File: config.mk
export PLATFORM = sky130hd
export DESIGN_NAME = bcd_serial_adder
export DESIGN_NICKNAME = d
export VERILOG_FILES = /design/src/rtl/bcd_serial_adder.sv
export SDC_FILE = /design/constraint.sdc
export NUM_CORES = 1
export LEC_CHECK = 0
export ABC_AREA = 1
export BUFFER_PORTS_ARGS = -buffer_cell sky130_fd_sc_hd__buf_2
export CAP_MARGIN = 20
export CORE_MARGIN = 1
export CORE_UTILIZATION = 45
export DETAILED_ROUTE_END_ITERATION = 10
export PLACE_DENSITY = 0.68
export REMOVE_ABC_BUFFERS = 1
export SYNTH_ARGS = -nofsm -noshare
export SYNTH_HDL_FRONTEND = slang
export SYNTH_SLANG_ARGS = --single-unit
File: constraint.sdc
create_clock -name clk -period 3.3 [get_ports clk]
set_clock_uncertainty 0.2 [all_clocks]
set_input_delay 0.495 -clock clk [delete_from_list [all_inputs] [get_ports clk]]
set_output_delay 0.495 -clock clk [all_outputs]
set_load 0.01 [all_outputs]
File: src/rtl/bcd_serial_adder.sv
// ---------------------------------------------------------------------------
// bcd_serial_adder
//
// Multi-digit packed-BCD adder that works one decimal digit per clock, least
// significant digit first. A start/busy/done handshake fronts the block. The
// registered result is loaded when the last digit has been processed, so
// sum/cout/err are valid in the same cycle that done is high.
//
// Optional feature (compile-time macro BCD_SUBTRACT_EN):
//   Adds input port 'sub'. When sub=1 each B digit is replaced by its nine's
//   complement before the add. With c=1 this gives a - b mod 10^DIGITS, and
//   cout=1 means no borrow. Without the macro the block only adds.
//
// Parameters:
//   DIGITS  number of BCD digits per operand (1..16)
//   CNT_W   width of the digit index counter, 2**CNT_W >= DIGITS
//
// Ports:
//   clk    system clock, rising edge
//   rst    asynchronous active-high reset
//   start  operation request, sampled only when not busy
//   a, b   packed BCD operands, digit 0 in bits [3:0]
//   c      decimal carry-in to digit 0
//   sub    (BCD_SUBTRACT_EN only) subtract b instead of adding it
//   busy   high while digits are being processed
//   done   one-cycle pulse when sum/cout/err become valid
//   sum    packed BCD result, registered
//   cout   decimal carry out of the most significant digit
//   err    set if any operand digit of the finished operation was above 9
// ---------------------------------------------------------------------------
module bcd_serial_adder #(
  parameter int DIGITS = 4,
  parameter int CNT_W  = 4
) (
  input  logic                  clk,
  input  logic                  rst,
  input  logic                  start,
  input  logic [4*DIGITS-1:0]   a,
  input  logic [4*DIGITS-1:0]   b,
  input  logic                  c,
`ifdef BCD_SUBTRACT_EN
  input  logic                  sub,
`endif
  output logic                  busy,
  output logic                  done,
  output logic [4*DIGITS-1:0]   sum,
  output logic                  cout,
  output logic                  err
);

  localparam logic [1:0] IDLE = 2'd0;
  localparam logic [1:0] RUN  = 2'd1;
  localparam logic [1:0] DONE = 2'd2;

  localparam logic [CNT_W-1:0] LAST_IDX = CNT_W'(DIGITS - 1);

  logic [1:0]          state;
  logic [4*DIGITS-1:0] a_reg;
  logic [4*DIGITS-1:0] b_reg;
  logic                carry;
  logic [CNT_W-1:0]    idx;
  logic [4*DIGITS-1:0] work_sum;
  logic                work_err;
`ifdef BCD_SUBTRACT_EN
  logic                sub_reg;
`endif

  logic [3:0]          a_d;
  logic [3:0]          b_raw;
  logic [3:0]          b_d;
  logic [4:0]          t;
  logic [3:0]          digit;
  logic                carry_next;
  logic                err_next;
  logic [4*DIGITS-1:0] sum_next;

  // One digit of decimal addition on the digit selected by idx. Invalid
  // digits still go through the same correction so nothing turns into X;
  // they only raise the working error flag. The working sum with the new
  // digit merged in is formed here so the final digit can be loaded straight
  // into the output register on the last RUN cycle.
  always_comb begin
    a_d   = a_reg[4*idx +: 4];
    b_raw = b_reg[4*idx +: 4];
`ifdef BCD_SUBTRACT_EN
    b_d   = sub_reg ? (4'd9 - b_raw) : b_raw;
`else
    b_d   = b_raw;
`endif
    t = {1'b0, a_d} + {1'b0, b_d} + {4'b0000, carry};
    if (t > 5'd9) begin
      digit      = 4'(t + 5'd6);
      carry_next = 1'b1;
    end else begin
      digit      = t[3:0];
      carry_next = 1'b0;
    end
    err_next = work_err | (a_d > 4'd9) | (b_raw > 4'd9);
    sum_next = work_sum;
    sum_next[4*idx +: 4] = digit;
  end

  // Sequencer. A new request is taken both from IDLE and from the DONE
  // cycle so operations can run back to back; requests during RUN are
  // dropped. Reset clears everything, aborting any operation in flight.
  always_ff @(posedge clk or posedge rst) begin
    if (rst) begin
      state    <= IDLE;
      a_reg    <= '0;
      b_reg    <= '0;
      carry    <= 1'b0;
      idx      <= '0;
      work_sum <= '0;
      work_err <= 1'b0;
`ifdef BCD_SUBTRACT_EN
      sub_reg  <= 1'b0;
`endif
      sum      <= '0;
      cout     <= 1'b0;
      err      <= 1'b0;
    end else begin
      case (state)
        IDLE, DONE: begin
          if (start) begin
            a_reg    <= a;
            b_reg    <= b;
            carry    <= c;
            idx      <= '0;
            work_sum <= '0;
            work_err <= 1'b0;
`ifdef BCD_SUBTRACT_EN
            sub_reg  <= sub;
`endif
            state    <= RUN;
          end else begin
            state    <= IDLE;
          end
        end
        RUN: begin
          work_sum <= sum_next;
          work_err <= err_next;
          carry    <= carry_next;
          idx      <= idx + 1'b1;
          if (idx == LAST_IDX) begin
            sum   <= sum_next;
            cout  <= carry_next;
            err   <= err_next;
            state <= DONE;
          end
        end
        default: state <= IDLE;
      endcase
    end
  end

  assign busy = (state == RUN);
  assign done = (state == DONE);

endmodule

==> results.yml <==
floorplan:
  initial_core_util_pct: 46.4
  ios: 56
  die_w_um: 94.1
  rows: 33
  coreArea_um2: 8220
  fp.dieH_um: 94.1
  dieArea_um2: 8850
worst_setup_path:
  crit_required_ns: 3.35
  cp_slowest_cell: "fa_2"
  critPathCaptureType: "register"
  r2r_cells: 19
  critical_path_class: "reg2reg"
  critPathBufInv: 3
  path_depth: 19
  cp_common_cell: "a21oi_2"
  crit_chain: "buf_12, nor2_1, nor2_1, o21ai_1, a21oi_2, fa_2, inv_2, fa_2, ha_4, inv_2, a21oi_2, a21oi_2, nand2_2, nand2_4, nand2_4, nand3_4, nand2_2, nand3_1, nand2_1"
  cp-start-kind: "register"
  path_delay_family: "adder cells"
  slowest_delay_ns: 0.50
  worstPathMaxFanout: 8
  arrival_ns: 3.29
synthesis:
  ys_async_sr_fraction_pct: 100
  syn_area_per_cell_um2: 8.97
  yosys-top-cells-count: "nand2_1, dfrtp_1, nand3_1, nor2_1, mux2_2"
  ys_seq_area_share_pct: 48.6
  ys_types: 33
  synth-edff-count: 0
  yosys-top-cells-area: "dfrtp_1, nand2_1, mux2_2, nand3_1, nor2_1"
  syn_area_um2: 3810
  synth_top_area_cell: "dfrtp_1"
  synthDominantCellAreaShare_pct: 48.6
  synth_ff_type: "dfrtp_1"
  ys_ff_latch: 74
  synth_cells: 425
  ys_warn_count: 0
  yosysMostFrequentCell: "nand2_1"
clocking:
  tritoncts: "built"
  cts.sinks: 74
  clock_path_buffers: 2
  clock-root-buffer: "clkbuf_8"
  numCtsBuffers: 9
  h-tree-depth: 3
  cts_hold_buffers: 0
  clk_pin_slew_ns: 0.08
  clock_latency_ns: 0.35
placed_design:
  place_inst: 584
  pre_cts_ws_ns: 0.00734
  globalplace.congestion: 0.852
  portBuffers: 55
  dp_hpwl_um: 5750
timing:
  min_period_ns: 3.24
  final-hold-violation-count: 0
  max_freq_ghz: 0.309
  setup_viol: 0
  rsz0062_at_grt: "true"
  slew-limit-headroom_pct: 48.6
  whs_ns: 0.0749
  finalCritPeriodShare_pct: 98.0
  tightest_slew_ns: 0.770
  worst_slack_ns: 0.0645
  slew_violations: 0
detailed_routing:
  first_pass_iters: 4
  dr_total_vias: 3150
  wl_um: 8520
  drc: 0
  dr.first_iter.drc_count: 136
  antenna_left: 0
  drt-wirelength-per-cell_um: 13.9
  viasPerCell: 5.15
global_routing:
  grt_first_pass_wirelength_um: 13800
  grt_max_degree: 40
  grt_util_all_layers_pct: 20.3
  antenna_found_initial: 0
  grt_overflow_total: 0
  grt_pass1_vias: 3078
finish:
  finalNonFillerCells: 612
  area.growth.synth_to_final_pct: 25.2
  drive_above_1_share_pct: 36.9
  diodes: 0
  layout.nets: 548
  fin_util_pct: 58.1
  nFillCells: 720
run_status:
  status: "finished, final reports clean"
job:
  drv_cap: 0
worst_hold_path:
  hold_path.class: "in2async"
## cell type report
class	count	area [um2]	area share [%]
multi-input cells	305	1910	39.9
flip-flops and latches	74	1850	38.8
repair buffers	82	527	11.0
well taps	105	131	2.75
clock buffers	10	128	2.67
inverters	30	115	2.41
clock inverters	6	114	2.38
## layer usage
layer / global-route usage, % / vias to the layer above / part of all wire, %
met5: 0 / - / 0
met4: 8.08 / 0 / 1.9
met3: 4.29 / 13 / 4.8
met2: 35.1 / 87 / 51
met1: 24.6 / 1508 / 42
li1: - / 1542 / -
## cell usage in the layout (no fill, tap or decap), types with 2 or more instances in the layout
master / Yosys / final
a21oi_1: 20 / 14
a21oi_2: 1 / 7
buf_12: 0 / 3
buf_2: 4 / 55
buf_4: 4 / 21
buf_6: 7 / 3
bufinv_16: 0 / 3
clkbuf_8: 0 / 9
clkinvlp_4: 0 / 2
dfrtp_1: 74 / 73
fa_2: 0 / 2
ha_1: 8 / 6
ha_4: 0 / 2
inv_1: 23 / 20
inv_2: 6 / 8
mux2_2: 28 / 28
nand2_1: 118 / 102
nand2_2: 3 / 14
nand2_4: 0 / 5
nand3_1: 37 / 30
nand3_2: 2 / 7
nand3_4: 0 / 2
nand3b_1: 2 / 2
nand4_1: 2 / 2
nor2_1: 30 / 26
nor2_2: 0 / 3
nor2_4: 3 / 4
nor3_4: 2 / 2
o21ai_0: 15 / 9
o21ai_1: 11 / 15
o21ai_2: 0 / 2
o22ai_1: 2 / 2
or2_1: 12 / 12
## worst reg2reg max path, delay by kind of cell, from the launching register on
kind | cells | cell delay [ns]
adder cells (fa/ha/maj) | 3 | 1.06
flip-flops | 1 | 0.43
AND/OR/NAND/NOR | 9 | 0.81
buffers and inverters | 3 | 0.30
AO/OA/AOI/OAI | 4 | 0.35
## through the flow
stage | TNS [ns] | cell area, um2
floorplan | -3.81 | 3680
global placement | 0 | 4230
detailed placement | 0 | 4230
CTS | 0 | 4480
global route | -1.47 | 4770
finish | 0 | 4770
## final timing paths
kind	startpoint	endpoint	slack, ns
min in group clk	b[10]	b_reg[10]	0.17
max reg2reg	idx[0]	sum[10]	0.06
max	idx[0]	sum[10]	0.06
max in group asynchronous	rst	idx[1]	2.16
min	rst	sum[13]	0.07
min reg2reg	work_err	work_err	0.27
## logic make-up (layout without fill, tap and decap cells)
family          count (synthesis)  after routing  share of synthesized area, %
mux                            28             28                          8.27
compound gates                 51             51                          6.96
simple gates                  215            215                          25.9
buf+inv                        46            128                          6.43
xor+xnor                        1              1                         0.230
fa+ha+maj                      10             10                          3.67
flops                          74             74                          48.6
## repair_timing
| item | in CTS | in global routing |
|---|---|---|
| hold endpoints to repair | 0 | 0 |
| setup endpoints to repair | 10 | 25 |
| gates cloned | 0 | 0 |
| resized for setup | 1 | 61 |
| setup buffers | 1 | 11 |
| pin swaps | 0 | 20 |
Power is not shown: default switching activity piles up to over one toggle a cycle in this logic, so the estimate is an artifact.
